$ cat src/rtl/cpu_pipe_pkg.sv
// Shared definitions for the 5-stage pipeline: sequencer states,
// register-zero constant and stage control-field widths.
package cpu_pipe_pkg;

    typedef enum logic [1:0] {
        ST_RUN      = 2'd0,
        ST_MEM_WAIT = 2'd1,
        ST_ERROR    = 2'd2
    } pipe_state_e;

    localparam logic [4:0] REG_ZERO = 5'd0;

    // Widths of the WB and M control fields carried down the pipe.
    localparam int WB_W = 2;
    localparam int M_W  = 3;

endpackage

$ cat src/rtl/pipe_hazard_ctrl_hazard_detect.sv
// Load-use comparator: flags an IF/ID instruction that reads the
// destination of a load still sitting in ID/EX. Writes to $0 never hazard.
module hazard_detect
    import cpu_pipe_pkg::*;
(
    input  logic       idex_mem_read,
    input  logic [4:0] idex_rt,
    input  logic [4:0] ifid_rs,
    input  logic [4:0] ifid_rt,
    output logic       lu
);

    // One-cycle bubble is needed when the loaded register is consumed next.
    always_comb begin
        lu = idex_mem_read && (idex_rt != REG_ZERO) &&
             ((idex_rt == ifid_rs) || (idex_rt == ifid_rt));
    end

endmodule

$ cat src/rtl/pipe_hazard_ctrl.sv
// Central pipeline sequencer: PC / stage-register enables, bubbles and
// flushes for load-use, taken branches (resolved in MEM) and slow data
// memory, with a watchdog that latches a sticky memory error.
//
// Control outputs are combinational from state and inputs. Inputs are
// masked by rst_n so that while reset is held the block looks like an idle
// RUN state: every stage writes, nothing is bubbled or flushed.
module pipe_hazard_ctrl
    import cpu_pipe_pkg::*;
#(
    parameter int MEM_TIMEOUT = 16,
    parameter int CNT_W       = 16
) (
    input  logic             clk,
    input  logic             rst_n,
    input  logic [4:0]       ifid_rs,
    input  logic [4:0]       ifid_rt,
    input  logic             idex_mem_read,
    input  logic [4:0]       idex_rt,
    input  logic             exmem_branch,
    input  logic             exmem_zero,
    input  logic             exmem_mem_read,
    input  logic             exmem_mem_write,
    input  logic             mem_ready,
    output logic             pc_write,
    output logic             pc_src,
    output logic             ifid_write,
    output logic             ifid_flush,
    output logic             idex_write,
    output logic             idex_bubble,
    output logic             exmem_write,
    output logic             exmem_flush,
    output logic             memwb_bubble,
    output logic             mem_err,
    output logic [CNT_W-1:0] stall_cycles
);

    localparam int WC_W = $clog2(MEM_TIMEOUT + 1);
    localparam logic [WC_W-1:0] WC_LAST = WC_W'(MEM_TIMEOUT - 1);

    pipe_state_e     state;
    logic [WC_W-1:0] wait_cnt;
    logic            lu_raw;
    logic            mem_acc;
    logic            take;
    logic            lu;
    logic            rdy;
    logic            freeze;

    hazard_detect u_hazard_detect (
        .idex_mem_read (idex_mem_read),
        .idex_rt       (idex_rt),
        .ifid_rs       (ifid_rs),
        .ifid_rt       (ifid_rt),
        .lu            (lu_raw)
    );

    // Qualified hazard terms; all forced low while reset is asserted.
    always_comb begin
        mem_acc = rst_n & (exmem_mem_read | exmem_mem_write);
        take    = rst_n & exmem_branch & exmem_zero;
        lu      = rst_n & lu_raw;
        rdy     = rst_n & mem_ready;
    end

    // Output mux: memory freeze beats branch redirect beats load-use stall.
    always_comb begin
        pc_write     = 1'b1;
        pc_src       = 1'b0;
        ifid_write   = 1'b1;
        ifid_flush   = 1'b0;
        idex_write   = 1'b1;
        idex_bubble  = 1'b0;
        exmem_write  = 1'b1;
        exmem_flush  = 1'b0;
        memwb_bubble = 1'b0;
        case (state)
            ST_ERROR:    freeze = 1'b1;
            ST_MEM_WAIT: freeze = !rdy;
            default:     freeze = mem_acc & !rdy;
        endcase
        if (freeze) begin
            pc_write     = 1'b0;
            ifid_write   = 1'b0;
            idex_write   = 1'b0;
            exmem_write  = 1'b0;
            memwb_bubble = 1'b1;
        end else if (take) begin
            // Squash the three younger instructions; the dependent one of a
            // load-use pair goes with them, so no stall is needed as well.
            pc_src      = 1'b1;
            ifid_flush  = 1'b1;
            idex_bubble = 1'b1;
            exmem_flush = 1'b1;
        end else if (lu) begin
            pc_write    = 1'b0;
            ifid_write  = 1'b0;
            idex_bubble = 1'b1;
        end
    end

    // Sequencer FSM with memory-wait watchdog and sticky error flag.
    always_ff @(posedge clk or negedge rst_n) begin
        if (!rst_n) begin
            state    <= ST_RUN;
            wait_cnt <= '0;
            mem_err  <= 1'b0;
        end else begin
            case (state)
                ST_RUN: begin
                    if (mem_acc && !mem_ready) begin
                        state    <= ST_MEM_WAIT;
                        wait_cnt <= WC_W'(1);
                    end
                end
                ST_MEM_WAIT: begin
                    if (!mem_ready) begin
                        wait_cnt <= wait_cnt + WC_W'(1);
                        if (wait_cnt == WC_LAST) begin
                            state   <= ST_ERROR;
                            mem_err <= 1'b1;
                        end
                    end else begin
                        state    <= ST_RUN;
                        wait_cnt <= '0;
                    end
                end
                ST_ERROR: begin
                    mem_err <= 1'b1;
                end
                default: begin
                    state    <= ST_RUN;
                    wait_cnt <= '0;
                end
            endcase
        end
    end

    // Saturating count of cycles in which the PC was held.
    always_ff @(posedge clk or negedge rst_n) begin
        if (!rst_n) begin
            stall_cycles <= '0;
        end else if (!pc_write && (stall_cycles != {CNT_W{1'b1}})) begin
            stall_cycles <= stall_cycles + CNT_W'(1);
        end
    end

endmodule

$ cat config.mk
export PLATFORM = sky130hd
export DESIGN_NAME = pipe_hazard_ctrl
export DESIGN_NICKNAME = d
export VERILOG_FILES = /design/src/rtl/cpu_pipe_pkg.sv /design/src/rtl/pipe_hazard_ctrl_hazard_detect.sv /design/src/rtl/pipe_hazard_ctrl.sv
export SDC_FILE = /design/constraint.sdc
export NUM_CORES = 1
export LEC_CHECK = 0
export BUFFER_PORTS_ARGS = -buffer_cell sky130_fd_sc_hd__buf_2
export CAP_MARGIN = 40
export CORE_MARGIN = 2
export CORE_UTILIZATION = 33
export DETAILED_ROUTE_END_ITERATION = 6
export GPL_TIMING_DRIVEN = 0
export SLEW_MARGIN = 25
export SYNTH_ARGS = -nofsm -noshare
export SYNTH_HDL_FRONTEND = slang
export SYNTH_SLANG_ARGS = --single-unit
$ cat constraint.sdc
create_clock -name clk -period 3.7 [get_ports clk]
set_clock_uncertainty 0.05 [all_clocks]
set_input_delay 0.925 -clock clk [delete_from_list [all_inputs] [get_ports clk]]
set_output_delay 0.925 -clock clk [all_outputs]
set_load 0.005 [all_outputs]
### Yosys cells after proc, flatten, opt, wreduce, memory -nomap -nowiden

Index checks and enable logic that the tools add are counted.

* register bits after elaboration: 24
* output and inout bits: 26
* input port bits: 23
* logic and storage cells: 59

* equal/unequal tests: 10
* reduce and logical (&&, ||, !) cells: 14
* bitwise gates (word level): 8
* add/sub/neg operators: 2
* mux-type cells: 21

Operators by type and width (count)
* $add A16 B1 Y16 const B: 1
* $ne A16 B16 Y1 const B: 1
* $pmux W5 S3: 1
* $mux W1: 12
* $eq A5 B5 Y1: 2
* $mux W5: 2
* $and A1 B1 Y1: 6
* $mux W2: 3
* $ne A2 B2 Y1 const B: 3
* $pmux W2 S3: 1
* $reduce_and A3 Y1: 2
* $add A5 B1 Y5 const B: 1
* $eq A5 B4 Y1 const B: 1
* $reduce_bool A5 Y1: 1
* $logic_and A1 B1 Y1: 4
* $pmux W1 S2: 2
* $logic_not A1 Y1: 3
* $ne A3 B3 Y1 const B: 1
* $eq A2 B1 Y1 const B: 1
* $eq A2 B2 Y1 const B: 1
* $logic_not A2 Y1: 1
* $reduce_and A2 Y1: 1
* $reduce_bool A2 Y1: 1
* $logic_or A1 B1 Y1: 1
* other kinds (2): 2

### Depth between registers and ports, before layout

Gate-level depths: netlist of run 1.

* depth after elaboration: 9
* depth in mapped cells: 9
* mapped depth without buffers: 8

### Cells and area by module

From an unflattened synthesis of run 1, not the netlist that was laid out.

* cells, all modules: 151
* area total of the unflattened synthesis: 1496.4 sq um

By module, submodules not included
* pipe_hazard_ctrl: instances 1, seq. area each 600.6 sq um, area an instance 1371.3 sq um, cells each 134
* hazard_detect: instances 1, seq. area each 0.0 sq um, area an instance 125.1 sq um, cells each 17

### Worst setup path before layout of run 1

OpenSTA, ideal clock, no wires.

* path type: in2out
* start: input idex_rt[1]
* end: output pc_write
* data required time: 2.725 ns
* data arrival time: 2.169 ns
* path buffers: 2
* slack: 0.556 ns
* stages: 5
* cell sequence: or3_1 o311a_1 a31oi_4 buf_6 buf_4

* cells in the longest elaborated chain, start to end: 7
* elaborated cells on any way between the ends: 10
* classes of those cells: 2 x eq/ne; 3 x mux; 1 x bitwise; 4 x reduce/logical

Ends and longest elaborated chain
* from (decl): RTL line pipe_hazard_ctrl.sv:19 `input logic [4:0] idex_rt,`
* $eq A5 B5 Y1 / $reduce_bool A5 Y1 (equally long branches): RTL line pipe_hazard_ctrl_hazard_detect.sv:16, pipe_hazard_ctrl_hazard_detect.sv:15
* $logic_or A1 B1 Y1 / $logic_and A1 B1 Y1 (equally long branches): RTL line pipe_hazard_ctrl_hazard_detect.sv:16, pipe_hazard_ctrl_hazard_detect.sv:15
* $logic_and A1 B1 Y1 *: RTL line pipe_hazard_ctrl_hazard_detect.sv:15 `lu = idex_mem_read && (idex_rt != REG_ZERO) &&`
* $and A1 B1 Y1 *: RTL line pipe_hazard_ctrl.sv:62 `lu = rst_n & lu_raw;`
* $mux W1 * (3 in a row)
* to (decl): RTL line pipe_hazard_ctrl.sv:25 `output logic pc_write,`

Every way passes the cells marked *; elsewhere a longest branch is shown, timed or not.

### Worst setup path in the final report of run 1

* start: input idex_rt[1]
* end: output pc_write

* cells in the longest elaborated chain, start to end: 7
* elaborated cells on any way between the ends: 10
* classes of those cells: 2 x eq/ne; 3 x mux; 1 x bitwise; 4 x reduce/logical

Ends and longest elaborated chain
* $eq A5 B5 Y1 / $reduce_bool A5 Y1 (equally long branches): RTL line pipe_hazard_ctrl_hazard_detect.sv:16, pipe_hazard_ctrl_hazard_detect.sv:15
* $logic_or A1 B1 Y1 / $logic_and A1 B1 Y1 (equally long branches): RTL line pipe_hazard_ctrl_hazard_detect.sv:16, pipe_hazard_ctrl_hazard_detect.sv:15
* $logic_and A1 B1 Y1 *: RTL line pipe_hazard_ctrl_hazard_detect.sv:15
* $and A1 B1 Y1 *: RTL line pipe_hazard_ctrl.sv:62
* $mux W1 *: RTL line pipe_hazard_ctrl.sv:95 `end else if (lu) begin`
* $mux W1 *: RTL line pipe_hazard_ctrl.sv:88 `end else if (take) begin`
* $mux W1 *: RTL line pipe_hazard_ctrl.sv:82 `if (freeze) begin`

Marked as above.

==> metrics, run 1 <==
outcome finished clean; Worst-path clk slew 80 ps; Critical Path End pc_write; die area 4960 µm²; Synth Net Count 178; Synth async-reset ratio 100%; TritonCTS buffer count 3; CP startpoint kind input port; DRC violations left 0; worst vdd rail ir drop 0.000304 V; largest area contributor in the netlist dfrtp_1; Mean Syn Cell Area 9.77 µm²; number of synthesized register bits 24; Clock Sinks 24; Distinct cells, synth 35; synth warn 0; P&R area growth vs syn 24.9%; top-count cell post-synth dfrtp_1; H-tree depth 1; Hold Crit Start mem_err; post-synth top area share 41.2%; WS Path Type input port to output pin; chip height 70.4 µm; pin count of the biggest net entering global routing 29; routed wire length 3090 µm; Core ar. 4290 µm²; DR vias 1,213; Worst Path Arrival 2510 ps; post-synthesis adder-cell area fraction 5.15%; Worst R2R Setup Slack 1620 ps; critical path's most frequent cell buf_2; Synth Area in Compound Gates 9.88%; Rows 24; routed vias/inst 4.79; Pre-Repair DR Iteration Count 4; Crit path max-delay family compound AO/OA/AOI/OAI gates; initial DRC count 25; total gr overflow 0; min cycle time layout 3480 ps; WP depth 7; cell count after synthesis 149; worst-path fanout max 11; mux cell area share after synthesis 1.80%; Crit-path slowest cell or3_1; Worst-Skew Late Latency 260 ps; Simple-Gate Fraction of Synth Area 21.7%; fin worst setup slack 216 ps; CTS Hold Bufs 0; CP max stage delay 370 ps; initial antenna violation count 0; root buffer cell clkbuf_8; crit path buf inv count 4; Crit. End Element output pin; Post-Place Worst Slack -27.7 ps; # IOs 49; IO Port Bufs 48; synth cell count leaders dfrtp_1 (24), nand2_1 (15), xor2_1 (14); max capacitance violation total 0; critical path launch point idex_rt[1]; Initial Util 33.9%; Lkg Pwr 0.914 nW; predominant post-synthesis flop cell dfrtp_1; wire length per cell 12.2 µm; clock buffer depth 2; RD Place Congestion 0.771; setup violators final 0; XOR/XNOR share of the synthesized area 15.0%; Tightest Pin Transition 475 ps; final hold violation count 0; top cells by area, synth dfrtp_1 (41%), xor2_1 (8.4%), xnor2_1 (6.6%); Mapped Area 1460 µm²; post-DP HPWL 2390 µm; FF-to-FF End stall_cycles[2]; PwrDens 529 nW/µm²; antenna diode count 0; RSZ-0062 raised after global routing false; gr usage total 13.6%; worst hold-check path type flip-flop to flip-flop; global-route wire length before repair 5490 µm; nets 231; R2R cell count 9; post-route ant nets 0; sequential area share after synthesis 41.2%; Final Max Slew Viols 0; Fmax achieved 287 MHz; FF-to-FF Start state[1]; layout cell share with drive strength beyond 1 33.3%; CTS tree yes; worst rel slew slack 68.1%; Cell Chain, Critical Path buf_2, or3_1, o311a_1, a31oi_4, buf_6, buf_4, buf_2; worst path required time 2720 ps; EDFF count, synth 0; combinational family with the most area after synthesis simple AND/OR/NAND/NOR gates; part of the cycle the worst path needs 94.2%; Final Core Density 42.4%; Die Wd 70.4 µm; vias in the first global route 1,209
kinds of logic after synthesis:
family          count (synthesis)
fa+ha+maj                       6
simple gates                   58
flops                          24
buf+inv                        14
compound gates                 20
mux                             2
xor+xnor                       25
layer usage:
metal	up-vias	GRT usage [%]	share of wire (%)
li1	616	-	-
met1	579	16.4	46
met2	16	24.0	50
met3	2	3.61	3.3
met4	0	3.21	0.65
met5	-	0	0
flip-flops by register name (all words and copies together) (netlist names):
| signal | count |
|---|---|
| mem_err | 1 |
| stall_cycles | 16 |
| state | 2 |
| wait_cnt | 5 |
how the worst min path moves through the flow:
stage	endpoint	cells after the start
after floorplan	wait_cnt[2]	1
after global placement	mem_err	1
after detailed placement	stall_cycles[10]	1
after CTS	stall_cycles[6]	1
after global routing	mem_err	1
final	mem_err	1
per-stage QoR:
step	std cells	total power, W	hold WS, ps	cell area [µm²]	TNS, ps
6_report	253	0.000963	437	1820	0
5_1_grt	253	0.00105	457	1820	0
4_1_cts	253	0.000982	441	1820	0
3_5_place_dp	249	0.000797	426	1760	-27.7
3_3_place_gp	249	0.000793	417	1760	-26.3
2_1_floorplan	149	0.000646	420	1460	0
timing repair:
item                                   CTS  global route
endpoints found under the hold margin    0             0
gates resized for setup                  1             0
buffers inserted                         0             0
setup endpoints to repair                1             0
cells in the final DEF (no fill, tap or decap), types with 2 or more instances in the layout:
master	synthesis	routed
buf_2	0	47
dfrtp_1	24	24
nand2_1	15	15
xor2_1	14	14
xnor2_1	11	11
nand3_1	11	11
nor2_1	11	11
inv_1	8	8
o21ai_0	6	6
ha_1	6	6
buf_4	4	5
a21oi_1	4	4
nor3_2	4	4
clkbuf_8	0	4
and3_1	3	3
nor4_1	3	3
a21boi_0	2	2
or3_1	2	2
nand4_1	2	2
nor4b_1	2	2
layout make-up:
type,instances,area [µm²]
buffer,6,45.0
clock buffer,4,55.1
fill,438,2470
inverter,8,30.0
multi-input combinational,111,781
sequential,24,601
tap,52,65.1
timing repair buffer,48,243
power breakdown:
part / internal (W) / switching (W) / leakage, nW
Combinational: 0.000192 / 0.000202 / 0.574
Sequential: 0.000325 / 0.0000682 / 0.311
Clock: 0.0000949 / 0.0000808 / 0.0288
(Power assumes the default switching activity.)
==> inputs of run 2 (changes only) <==
Settings changed: SYNTH_HIERARCHICAL from default to 1.
==> run 2 against run 1 <==
Final area increased by 2.1%. Sequential cell count is the same. Die area grew 2.6%. Sequential power down 5%.
==> metrics, run 2 <==
post-synth top area share 40.1%; max capacitance violation total 0; chip height 71.3 µm; largest area contributor in the netlist dfrtp_1; Lkg Pwr 0.953 nW; synth cell count leaders dfrtp_1 (24), xor2_1 (20), nand2_1 (14); # fillers 438; number of synthesized register bits 24; Reg area 601 µm²; routed wire length 3040 µm; most frequent cells in the layout buf_2 (48), dfrtp_1 (24), xor2_1 (20); post-CTS setup buffer count 0; RSZ-0062 raised after global routing false; nets 234; die area 5090 µm²; DRC violations left 0; Post-CTS Resized 0; setup violators final 0; Clock Sinks 24; Finished Layout Cells 255; global-route wire length before repair 5540 µm; top cells by area, synth dfrtp_1 (40%), xor2_1 (12%), ha_1 (5.9%); wire length per cell 11.9 µm; post-DP HPWL 2370 µm; initial DRC count 16; largest reg by FF count stall_cycles; Fmax achieved 288 MHz; EDFF count, synth 0; Final Max Slew Viols 0; setup_tns 0 ps; Final Core Density 42.6%; clock buffer depth 2; cell count after synthesis 151; sequential area share after synthesis 40.1%; gr usage total 13.5%; WS Path Type input port to output pin; Worst-Skew Late Latency 270 ps; Initial Util 34.4%; Worst Path Arrival 2500 ps; wl on met1 1410 µm; Post-Place Worst Slack 191 ps; DR vias 1,205; Largest register FFs 16; # IOs 49; Distinct cells, synth 35; top sig layer met4; Die Wd 71.3 µm; synth warn 6; placed insts 251; Met2 Routed Length 1460 µm; Worst-path clk slew 80 ps; Rows 24; PwrDens 523 nW/µm²; post-route ant nets 0; Mean Syn Cell Area 9.91 µm²; root buffer cell clkbuf_8; H-tree depth 1; IO Port Bufs 48; CP startpoint kind input port; CTS Hold Bufs 0; CTS tree yes; Crit. End Element output pin; vias in the first global route 1,240; worst rel slew slack 60.1%; fin worst setup slack 230 ps; predominant post-synthesis flop cell dfrtp_1; Mapped Area 1500 µm²; final hold violation count 0; RD Place Congestion 0.757; TritonCTS buffer count 3; Pre-Repair DR Iteration Count 4; worst vdd rail ir drop 0.000275 V; pin count of the biggest net entering global routing 30; Synth Net Count 181; initial antenna violation count 0; worst path required time 2720 ps; antenna diode count 0; Tightest Pin Transition 599 ps; total gr overflow 0; worst hold-check path type flip-flop to flip-flop; top-count cell post-synth dfrtp_1; P&R area growth vs syn 24.1%; part of the cycle the worst path needs 93.8%; Synth async-reset ratio 100%; outcome finished clean; biggest regs stall_cycles x16, wait_cnt x5, state x2; min cycle time layout 3470 ps; Core ar. 4350 µm²; routed wl met3 131 µm; routed vias/inst 4.73; most common library cell in the layout ignoring fill and taps buf_2; worst-path fanout max 11; layout cell share with drive strength beyond 1 36.5%; area of the multi-input gates 810 µm²
[run 2: cell types whose count changed after synthesis, sizes merged, moves of 2 or more]
cell	change
nor4	+5
or2	+3
o21ai	-2
nor2	-2
and3	-2
or3	-2
a21boi	-2
a21oi	+2
xnor2	-6
xor2	+6
[run 2: cell families (layout without fill, tap and decap cells)]
| kind of cell | after synthesis | in the layout | synth area share [%] |
|---|---|---|---|
| xor gates and xnor gates | 25 | 25 | 14.6 |
| and+or+nand+nor | 61 | 61 | 24.6 |
| DFF | 24 | 24 | 40.1 |
| AOI/OAI and AO/OA | 17 | 17 | 7.27 |
| buffers and inverters | 15 | 67 | 5.77 |
| adders and majority gates | 7 | 7 | 5.85 |
| muxes | 2 | 2 | 1.76 |
[run 2: final timing paths]
path / from / endpoint / slack (ps) / cells after the start
setup / recovery: idex_rt[1] / pc_write / 230 / 9
hold / removal: mem_err / mem_err / 440 / 1
setup reg to reg: state[0] / stall_cycles[9] / 1740 / 8
hold reg to reg: mem_err / mem_err / 440 / 1
max in group asynchronous: rst_n / stall_cycles[4] / 2610 / 1
min in group asynchronous: rst_n / mem_err / 600 / 1
[run 2: worst max-delay path, stage by stage]
cell and delay, ps:
buf_2 120, or4_1 510, o21ai_1 130, a21oi_1 70, nand3_1 80, o21a_2 260, buf_6 180, buf_4 110
buf_2 90
[run 2: metrics by stage]
step           hold WS (ps)  instance area [µm²]  power, W
6_report                441                 1860  0.000970
5_1_grt                 465                 1860   0.00107
4_1_cts                 437                 1860  0.000988
3_5_place_dp            418                 1800  0.000806
3_3_place_gp            415                 1800  0.000799
2_1_floorplan           422                 1500  0.000656
[run 2: area by class of cell]
cell class / count / area share [%]
well taps: 52 / 3.50
clock buffers: 4 / 2.96
inverters: 8 / 1.62
plain buffers: 7 / 3.03
flip-flops and latches: 24 / 32.3
multi-input cells: 112 / 43.6
repair buffers: 48 / 12.9
[run 2: layer usage]
metal / track usage [%] / vias up
met3: 3.80 / 5
met2: 21.0 / 23
met4: 3.77 / 0
met1: 18.4 / 552
met5: 0 / -
li1: - / 625
[run 2: report_power, final]
part	internal, W	switching (W)
registers	0.000316	0.0000572
clock network	0.0000951	0.0000854
logic	0.000206	0.000210
==> inputs of run 3 (changes only) <==
Settings changed: CORE_UTILIZATION 33 to 54, PLACE_DENSITY from default to 0.84.
==> run 3 against run 2 <==
First-iteration DRC count up 130%. Die area fell by 37%. Critical endpoint unchanged. Sequential power about the same. Largest cell class unchanged. Worst hold slack improved by 7.6 ps. Fmax fell by 0.16%. Critical path depth did not move. Utilization up 24 points. Final area is 3.2% lower. Power shrank 5.7%. Via count up 7.4%. Largest power group unchanged.
==> metrics, run 3 (synthesis results as in run 2) <==
outcome finished clean; wl on met1 1260 µm; Largest register FFs 16; root buffer cell clkbuf_4; Worst Hold Path Cells 1; post-DP HPWL 2540 µm; Crit-path slowest cell or4_1; fin worst setup slack 224 ps; initial antenna violation count 0; DRC violations left 0; DR vias 1,294; Hold Crit Start mem_err; PwrDens 509 nW/µm²; chip height 56.6 µm; Tightest Pin Transition 606 ps; Crit path max-delay family simple AND/OR/NAND/NOR gates; gr usage total 22.4%; IO Port Bufs 48; Lkg Pwr 0.938 nW; CTS Hold Bufs 0; Worst Path Arrival 2500 ps; Final Core Density 66.9%; Met2 Routed Length 1770 µm; setup violators final 0; FF-to-FF Start state[0]; biggest regs stall_cycles x16, wait_cnt x5, state x2; FF-to-FF End stall_cycles[6]; RSZ-0062 raised after global routing false; RD Place Congestion 0.818; Final Max Slew Viols 0; P&R area growth vs syn 20.2%; clock buffer depth 2; CP max stage delay 520 ps; nets 234; routed vias/inst 5.55; Pre-Repair DR Iteration Count 4; # fillers 223; hold worst-path end mem_err; # IOs 49; R2R cell count 8; post-CTS setup buffer count 0; TritonCTS buffer count 3; initial DRC count 37; Rows 19; critical path launch point idex_rt[1]; Post-CTS Resized 0; worst rel slew slack 59.6%; Cell Chain, Critical Path buf_2, or4_1, o21ai_1, a21oi_1, nand3_1, o21a_2, buf_6, buf_4, buf_2; min cycle time layout 3480 ps; worst hold-check path type flip-flop to flip-flop; Worst-Skew Late Latency 310 ps; Crit. End Element output pin; worst path required time 2720 ps; post-route ant nets 0; total gr overflow 0; routed wire length 3230 µm; WS Path Type input port to output pin; wire length per cell 13.8 µm; worst vdd rail ir drop 0.000436 V; top sig layer met4; largest reg by FF count stall_cycles; die area 3210 µm²; critical path's most frequent cell buf_2; vias in the first global route 1,314; worst-path fanout max 11; antenna diode count 0; most frequent cells in the layout buf_2 (48), dfrtp_1 (24), xor2_1 (20); max capacitance violation total 0; Clock Sinks 24; routed wl met3 111 µm; CP startpoint kind input port; H-tree depth 1; placed insts 230; Worst-path clk slew 120 ps; layout cell share with drive strength beyond 1 36.1%; Die Wd 56.6 µm; pin count of the biggest net entering global routing 30; part of the cycle the worst path needs 93.9%; setup_tns 0 ps; Core ar. 2690 µm²; most common library cell in the layout ignoring fill and taps buf_2; Finished Layout Cells 233; final hold violation count 0; Initial Util 55.7%; Fmax achieved 288 MHz; global-route wire length before repair 5670 µm; crit path buf inv count 4; Post-Place Worst Slack 229 ps; CTS tree yes; Worst R2R Setup Slack 1720 ps
[run 3: layout make-up]
cell class	instances	area (µm²)	area share (%)
buffer	7	56.3	3.13
inverter	8	30.0	1.67
multi-input combinational	112	810	45.0
clock buffer	3	22.5	1.25
tap	31	38.8	2.16
sequential	24	601	33.4
timing repair buffer	48	240	13.4
[run 3: worst max-delay path by stage]
| stage | slack [ps] | depth (start not counted) | end |
|---|---|---|---|
| floorplan | 570 | 7 | pc_write |
| global placement | 240 | 9 | pc_write |
| detailed placement | 230 | 9 | pc_write |
| CTS | 220 | 9 | pc_write |
| global route | 90 | 8 | ifid_flush |
| finish | 220 | 9 | pc_write |
[run 3: power by group]
group / leakage, nW / internal, W / switching [W]
Sequential: 0.314 / 0.000316 / 0.0000591
Combinational: 0.610 / 0.000206 / 0.000222
Clock: 0.0138 / 0.0000381 / 0.0000737
[run 3: per-stage QoR]
stage	hold slack, ps	instance area (µm²)	total power, W
2_1_floorplan	422	1500	0.000656
3_3_place_gp	413	1780	0.000784
3_5_place_dp	413	1780	0.000809
4_1_cts	451	1800	0.000924
5_1_grt	473	1800	0.000987
6_report	449	1800	0.000915
[run 3: routing by layer]
layer / up-vias / track usage, %
li1: 624 / -
met1: 624 / 25.4
met2: 35 / 40.5
met3: 11 / 3.69
met4: 0 / 10.5
met5: - / 0
